$ cat src/rtl/avalon_rr_arbiter2.sv
// Two-master round-robin arbiter onto one Avalon-MM slave port, with registered grant and zero-latency forwarding.
// Optional slave watchdog enabled by defining ARB_TIMEOUT_EN.
module avalon_rr_arbiter2 #(
    parameter int WIDTHA  = 8,
    parameter int WIDTHD  = 32,
    parameter int TIMEOUT = 255
) (
    input  logic                  clock,
    input  logic                  areset_n,
    input  logic [WIDTHA-1:0]     m0_address,
    input  logic [WIDTHD/8-1:0]   m0_byteenable,
    input  logic [WIDTHD-1:0]     m0_writedata,
    output logic [WIDTHD-1:0]     m0_readdata,
    input  logic                  m0_read,
    input  logic                  m0_write,
    output logic                  m0_waitrequest,
    input  logic [WIDTHA-1:0]     m1_address,
    input  logic [WIDTHD/8-1:0]   m1_byteenable,
    input  logic [WIDTHD-1:0]     m1_writedata,
    output logic [WIDTHD-1:0]     m1_readdata,
    input  logic                  m1_read,
    input  logic                  m1_write,
    output logic                  m1_waitrequest,
    output logic [WIDTHA-1:0]     s_address,
    output logic [WIDTHD/8-1:0]   s_byteenable,
    output logic [WIDTHD-1:0]     s_writedata,
    input  logic [WIDTHD-1:0]     s_readdata,
    output logic                  s_read,
    output logic                  s_write,
    input  logic                  s_waitrequest,
    output logic [1:0]            grant,
    output logic                  timeout_error
);

    typedef enum logic [1:0] {
        IDLE = 2'b00,
        GNT0 = 2'b01,
        GNT1 = 2'b10
    } state_t;

    state_t state_q, state_d;
    logic   last_q, last_d;
    logic   req0, req1, gnt_req, forced;

    assign req0    = m0_read | m0_write;
    assign req1    = m1_read | m1_write;
    assign grant   = state_q;
    assign gnt_req = (state_q == GNT0) ? req0 : (state_q == GNT1) ? req1 : 1'b0;

`ifdef ARB_TIMEOUT_EN
    localparam int TW = (TIMEOUT < 2) ? 1 : $clog2(TIMEOUT + 1);

    logic [TW-1:0] wdog_q, wdog_d;
    logic          terr_q, terr_d;

    function automatic logic [WIDTHD-1:0] dead_beef();
        logic [WIDTHD+31:0] t;
        t = {{WIDTHD{1'b0}}, 32'hDEAD_BEEF};
        return t[WIDTHD-1:0];
    endfunction

    // The forcing cycle is the TIMEOUT-th consecutive stalled cycle of the granted transfer.
    assign forced = gnt_req && s_waitrequest && (wdog_q == TW'(TIMEOUT - 1));

    always_comb begin
        wdog_d = '0;
        if (gnt_req && s_waitrequest && !forced) begin
            wdog_d = wdog_q + 1'b1;
        end
        terr_d = terr_q | forced;
    end

    always_ff @(posedge clock or negedge areset_n) begin
        if (!areset_n) begin
            wdog_q <= '0;
            terr_q <= 1'b0;
        end else begin
            wdog_q <= wdog_d;
            terr_q <= terr_d;
        end
    end

    assign timeout_error = terr_q;
`else
    assign forced        = 1'b0;
    assign timeout_error = 1'b0;
`endif

    always_ff @(posedge clock or negedge areset_n) begin
        if (!areset_n) begin
            state_q <= IDLE;
            last_q  <= 1'b1;
        end else begin
            state_q <= state_d;
            last_q  <= last_d;
        end
    end

    always_comb begin
        state_d        = state_q;
        last_d         = last_q;
        s_address      = '0;
        s_byteenable   = '0;
        s_writedata    = '0;
        s_read         = 1'b0;
        s_write        = 1'b0;
        m0_waitrequest = 1'b1;
        m1_waitrequest = 1'b1;
        m0_readdata    = '0;
        m1_readdata    = '0;
        case (state_q)
            IDLE: begin
                // On a tie, last_q=1 means m1 was served last, so m0 goes next.
                if (req0 && (!req1 || last_q)) begin
                    state_d = GNT0;
                end else if (req1) begin
                    state_d = GNT1;
                end
            end
            GNT0: begin
                s_address      = m0_address;
                s_byteenable   = m0_byteenable;
                s_writedata    = m0_writedata;
                s_read         = m0_read;
                s_write        = m0_write;
                m0_waitrequest = s_waitrequest;
                m0_readdata    = s_readdata;
`ifdef ARB_TIMEOUT_EN
                if (forced) begin
                    s_read         = 1'b0;
                    s_write        = 1'b0;
                    m0_waitrequest = 1'b0;
                    m0_readdata    = dead_beef();
                end
`endif
                if (!req0) begin
                    state_d = IDLE;
                end else if (!s_waitrequest || forced) begin
                    last_d  = 1'b0;
                    state_d = req1 ? GNT1 : GNT0;
                end
            end
            GNT1: begin
                s_address      = m1_address;
                s_byteenable   = m1_byteenable;
                s_writedata    = m1_writedata;
                s_read         = m1_read;
                s_write        = m1_write;
                m1_waitrequest = s_waitrequest;
                m1_readdata    = s_readdata;
`ifdef ARB_TIMEOUT_EN
                if (forced) begin
                    s_read         = 1'b0;
                    s_write        = 1'b0;
                    m1_waitrequest = 1'b0;
                    m1_readdata    = dead_beef();
                end
`endif
                if (!req1) begin
                    state_d = IDLE;
                end else if (!s_waitrequest || forced) begin
                    last_d  = 1'b1;
                    state_d = req0 ? GNT0 : GNT1;
                end
            end
            default: state_d = IDLE;
        endcase
    end

endmodule

$ cat config.mk
export PLATFORM = sky130hd
export DESIGN_NAME = avalon_rr_arbiter2
export DESIGN_NICKNAME = d
export VERILOG_FILES = /design/src/rtl/avalon_rr_arbiter2.sv
export SDC_FILE = /design/constraint.sdc
export NUM_CORES = 1
export LEC_CHECK = 0
export ABC_AREA = 1
export BUFFER_PORTS_ARGS = -buffer_cell sky130_fd_sc_hd__clkbuf_2
export CELL_PAD_IN_SITES_DETAIL_PLACEMENT = 1
export CELL_PAD_IN_SITES_GLOBAL_PLACEMENT = 1
export CORE_MARGIN = 2
export CORE_UTILIZATION = 15
export CTS_CLUSTER_DIAMETER = 100
export DETAILED_ROUTE_END_ITERATION = 8
export MAX_ROUTING_LAYER = met4
export PLACE_DENSITY_LB_ADDON = 0.08
export SYNTH_ARGS = -nofsm -noshare
export SYNTH_HDL_FRONTEND = slang
export SYNTH_SLANG_ARGS = --single-unit
$ cat constraint.sdc
create_clock -name clock -period 1.56 [get_ports clock]
set_input_delay 0 -clock clock [delete_from_list [all_inputs] [get_ports clock]]
set_output_delay 0 -clock clock [all_outputs]
set_load 0.05 [all_outputs]
==> reports/results.txt <==
Internal Power -> 4.274 mW
Vias in the first global route -> 3,268
Setup-failing EPs final -> 44
Count of TritonRoute iterations in the first routing pass -> 2
Combined global-route utilization of all metal layers -> 18.14%
Library cells used by synthesis -> 22
Via Count -> 3,102
Classification of the worst setup path -> flop to primary output
Clock latency on the worst-skew pair -> 0.22 ns
Final WL -> 10,640 um
Failing checks -> negative setup slack
Run status -> finished with violations
Final layout net count -> 734
Net Sw Power -> 6.259 mW
Leakage power summed over all cells -> 2.598 nW
Maximum vdd ir drop -> 0.9189 mV
Worst path setup slack after routing -> -0.04711 ns
Placed cell areas -> 3438 um^2
Achievable clock frequency -> 622.2 MHz
Share of the clock period used by the worst path after layout -> 103.0%
First-iteration detailed-routing DRC count -> 103
Worst reg2reg endpoint -> grant[0]
Height of the die -> 105.6 um
Critical Path, Cell by Cell -> inv_4 -> ha_4 -> bufbuf_16 -> nand2_1 -> inv_1 -> clkbuf_8
Final hold violations -> 0
Antenna diode instance count -> 0
Highest net fanout along the worst path -> 22
Number of ports placed on the die boundary -> 242
Maximum level of the CTS H-tree -> 1
Final weighted congestion in routability-driven placement -> 0.7882
Global-route wire length before repair -> 16,070 um
Final core utilization -> 46.24%
Final standard cell count with taps included and fillers excluded -> 738
Worst setup path startpoint -> grant[0]
Syn Nets -> 482
Switching portion of total power -> 59.42%
Max_cap viols -> 0
Vias per cell -> 4.203
Portion of the post-synthesis area used by sequential elements -> 4.927%
Hold slack final -> 0.1134 ns
Post-route ant nets -> 0
WL per Instance -> 14.42 um
RSZ-0062 raised after global routing -> true
Depth of the worst register-to-register path -> 10
Initial antenna violation count -> 0
Num rows -> 37
Post-synthesis sequential element count -> 3
Overall overflow remaining after global route -> 0
Register share of total power -> 1.6%
DP HPWL -> 7301 um
Required time reported for the critical path endpoint -> 1.56 ns
Post-synthesis instance area -> 1549 um^2
Worst Clk Skew -> 0.002849 ns
Clock tree from TritonCTS -> done
Placed cell count -> 717
Horiz. Die Dim -> 105.6 um
Number of buffers created by CTS -> 3
Number of clock sinks -> 3
Drc violations -> 0
IO Port Bufs -> 240
Share of total power in combinational logic -> 96.2%
Setup slack at placement -> 0.04276 ns
Ratio of cells with drive above 1 in the final layout -> 60.80%
Startpoint of the worst register-to-register path -> grant[1]
Crit end category -> primary output
Max-slew violations -> 0
Arrival time worst endpoint -> 1.61 ns
Initial Utilization -> 15.21%
Startpoint kind of the worst setup timing path -> flop
Core area -> 10,180 um^2
Longest individual stage delay on the worst path -> 0.43 ns
Share of total power in the clock network -> 2.2%
Final design area excluding fillers -> 4710 um^2
Die ar. -> 11,160 um^2
Worst setup endpoint -> m1_readdata[16]
Number of buffers on the longest clock path -> 2
Slowest library cell on the worst path -> dfrtp_2
Maximum number of pins on one net before global-route repair -> 23
R2R setup slack -> 0.11 ns
Clock tree root driver cell -> clkbuf_8
Power density normalized to cell area -> 2237 nW/um^2
Avg Synthesized Cell Area -> 4.413 um^2
Count of synthesis-stage warnings from yosys -> 0
Clock-pin transition on the worst setup and hold timing paths -> 0.03 ns
Synth Instances -> 351
Total power of the final layout -> 10.53 mW
Synthesis-to-layout area growth -> 204.0%
Total negative slack for setup checks -> -0.7685 ns
Path category of the worst min-delay check -> primary input to asynchronous set/reset pin
Time the worst path needs with I/O delays and setup -> 1.607 ns
layer usage:
| metal | vias up | track usage (%) | wire length (um) |
|---|---|---|---|
| met5 | - | - | 0 |
| met4 | 0 | 3.571 | 159 |
| met3 | 14 | 1.361 | 500 |
| met2 | 115 | 37.70 | 6138 |
| met1 | 1455 | 18.21 | 3840 |
| li1 | 1518 | - | - |
critical path: cells and delay by family (launching register included):
kind / cells / cell delay [ns]
simple gates: 1 / 0.08
buf+inv: 4 / 0.68
fa+ha+maj: 1 / 0.20
flops: 1 / 0.43
what timing repair did:
| item | CTS | global route |
|---|---|---|
| cloned | 6 | 3 |
| buffers inserted | 6 | 2 |
| hold endpoints to repair | 3 | 0 |
| endpoints found under the setup margin | 104 | 108 |
| hold buffers | 1 | 0 |
| pin swaps | 1 | 23 |
| gates resized for setup | 181 | 116 |
placed cells by master (no fill, tap or decap), drive strengths merged:
cell and count:
nand2 181, clkbuf 172, buf 99, inv 77, a21oi 46, nor2 8, ha 4, o21ai 3
nand3 2, bufbuf 2, dfrtp 2, clkinvlp 1, nand4 1, o22ai 1, conb 1, dlygate4sd3 1
dfstp 1
cells by family (layout without fill, tap and decap cells):
family | Yosys count | count (layout) | share of synthesized area (%)
other | 1 | 1 | 0.2421
adder cells (fa/ha/maj) | 4 | 4 | 3.231
AND/OR/NAND/NOR | 192 | 192 | 47.66
flip-flops | 3 | 3 | 4.928
AO/OA/AOI/OAI | 50 | 50 | 16.48
buffers and inverters | 101 | 352 | 27.46
synth_stat cells (all sizes together):
master | count | area share [%]
nand2 | 181 | 44
inv | 78 | 19
a21oi | 46 | 15
buf | 21 | 8.1
nor2 | 8 | 2.6
ha | 4 | 3.2
o21ai | 3 | 1.2
clkbuf | 2 | 0.48
dfrtp | 2 | 3.2
nand3 | 2 | 0.65
conb | 1 | 0.24
dfstp | 1 | 1.7
nand4 | 1 | 0.40
o22ai | 1 | 0.40
power groups by stage:
| stage | combinational, mW | clock, mW | sequential, mW |
|---|---|---|---|
| 2_1_floorplan | 5.45 | 0 | 0.233 |
| 3_3_place_gp | 7.54 | 0 | 0.150 |
| 3_5_place_dp | 7.57 | 0 | 0.153 |
| 4_1_cts | 9.51 | 0.234 | 0.157 |
| 5_1_grt | 10.7 | 0.238 | 0.173 |
| 6_report | 10.1 | 0.231 | 0.165 |
worst min-delay path by stage:
stage / startpoint / to / slack [ns]
CTS: areset_n / grant[1] / 0.11
finish: areset_n / grant[1] / 0.11
floorplan: areset_n / grant[0] / -0.30
detailed placement: areset_n / grant[1] / -0.20
global placement: areset_n / grant[1] / -0.20
global route: areset_n / grant[0] / 0.12
cell type report:
| class | count | area, um^2 |
|---|---|---|
| sequential | 3 | 78.83 |
| inverter | 78 | 309.0 |
| multi-input combinational | 247 | 1513 |
| clock buffer | 4 | 45.04 |
| tap | 136 | 170.2 |
| fill | 1304 | 5475 |
| timing repair buffer | 270 | 2594 |
state kept, by name, summed over array words and instances, names as in the netlist:
signal / cells
grant: 2
last_q: 1
Note: power is estimated with default switching activity, not from simulation.
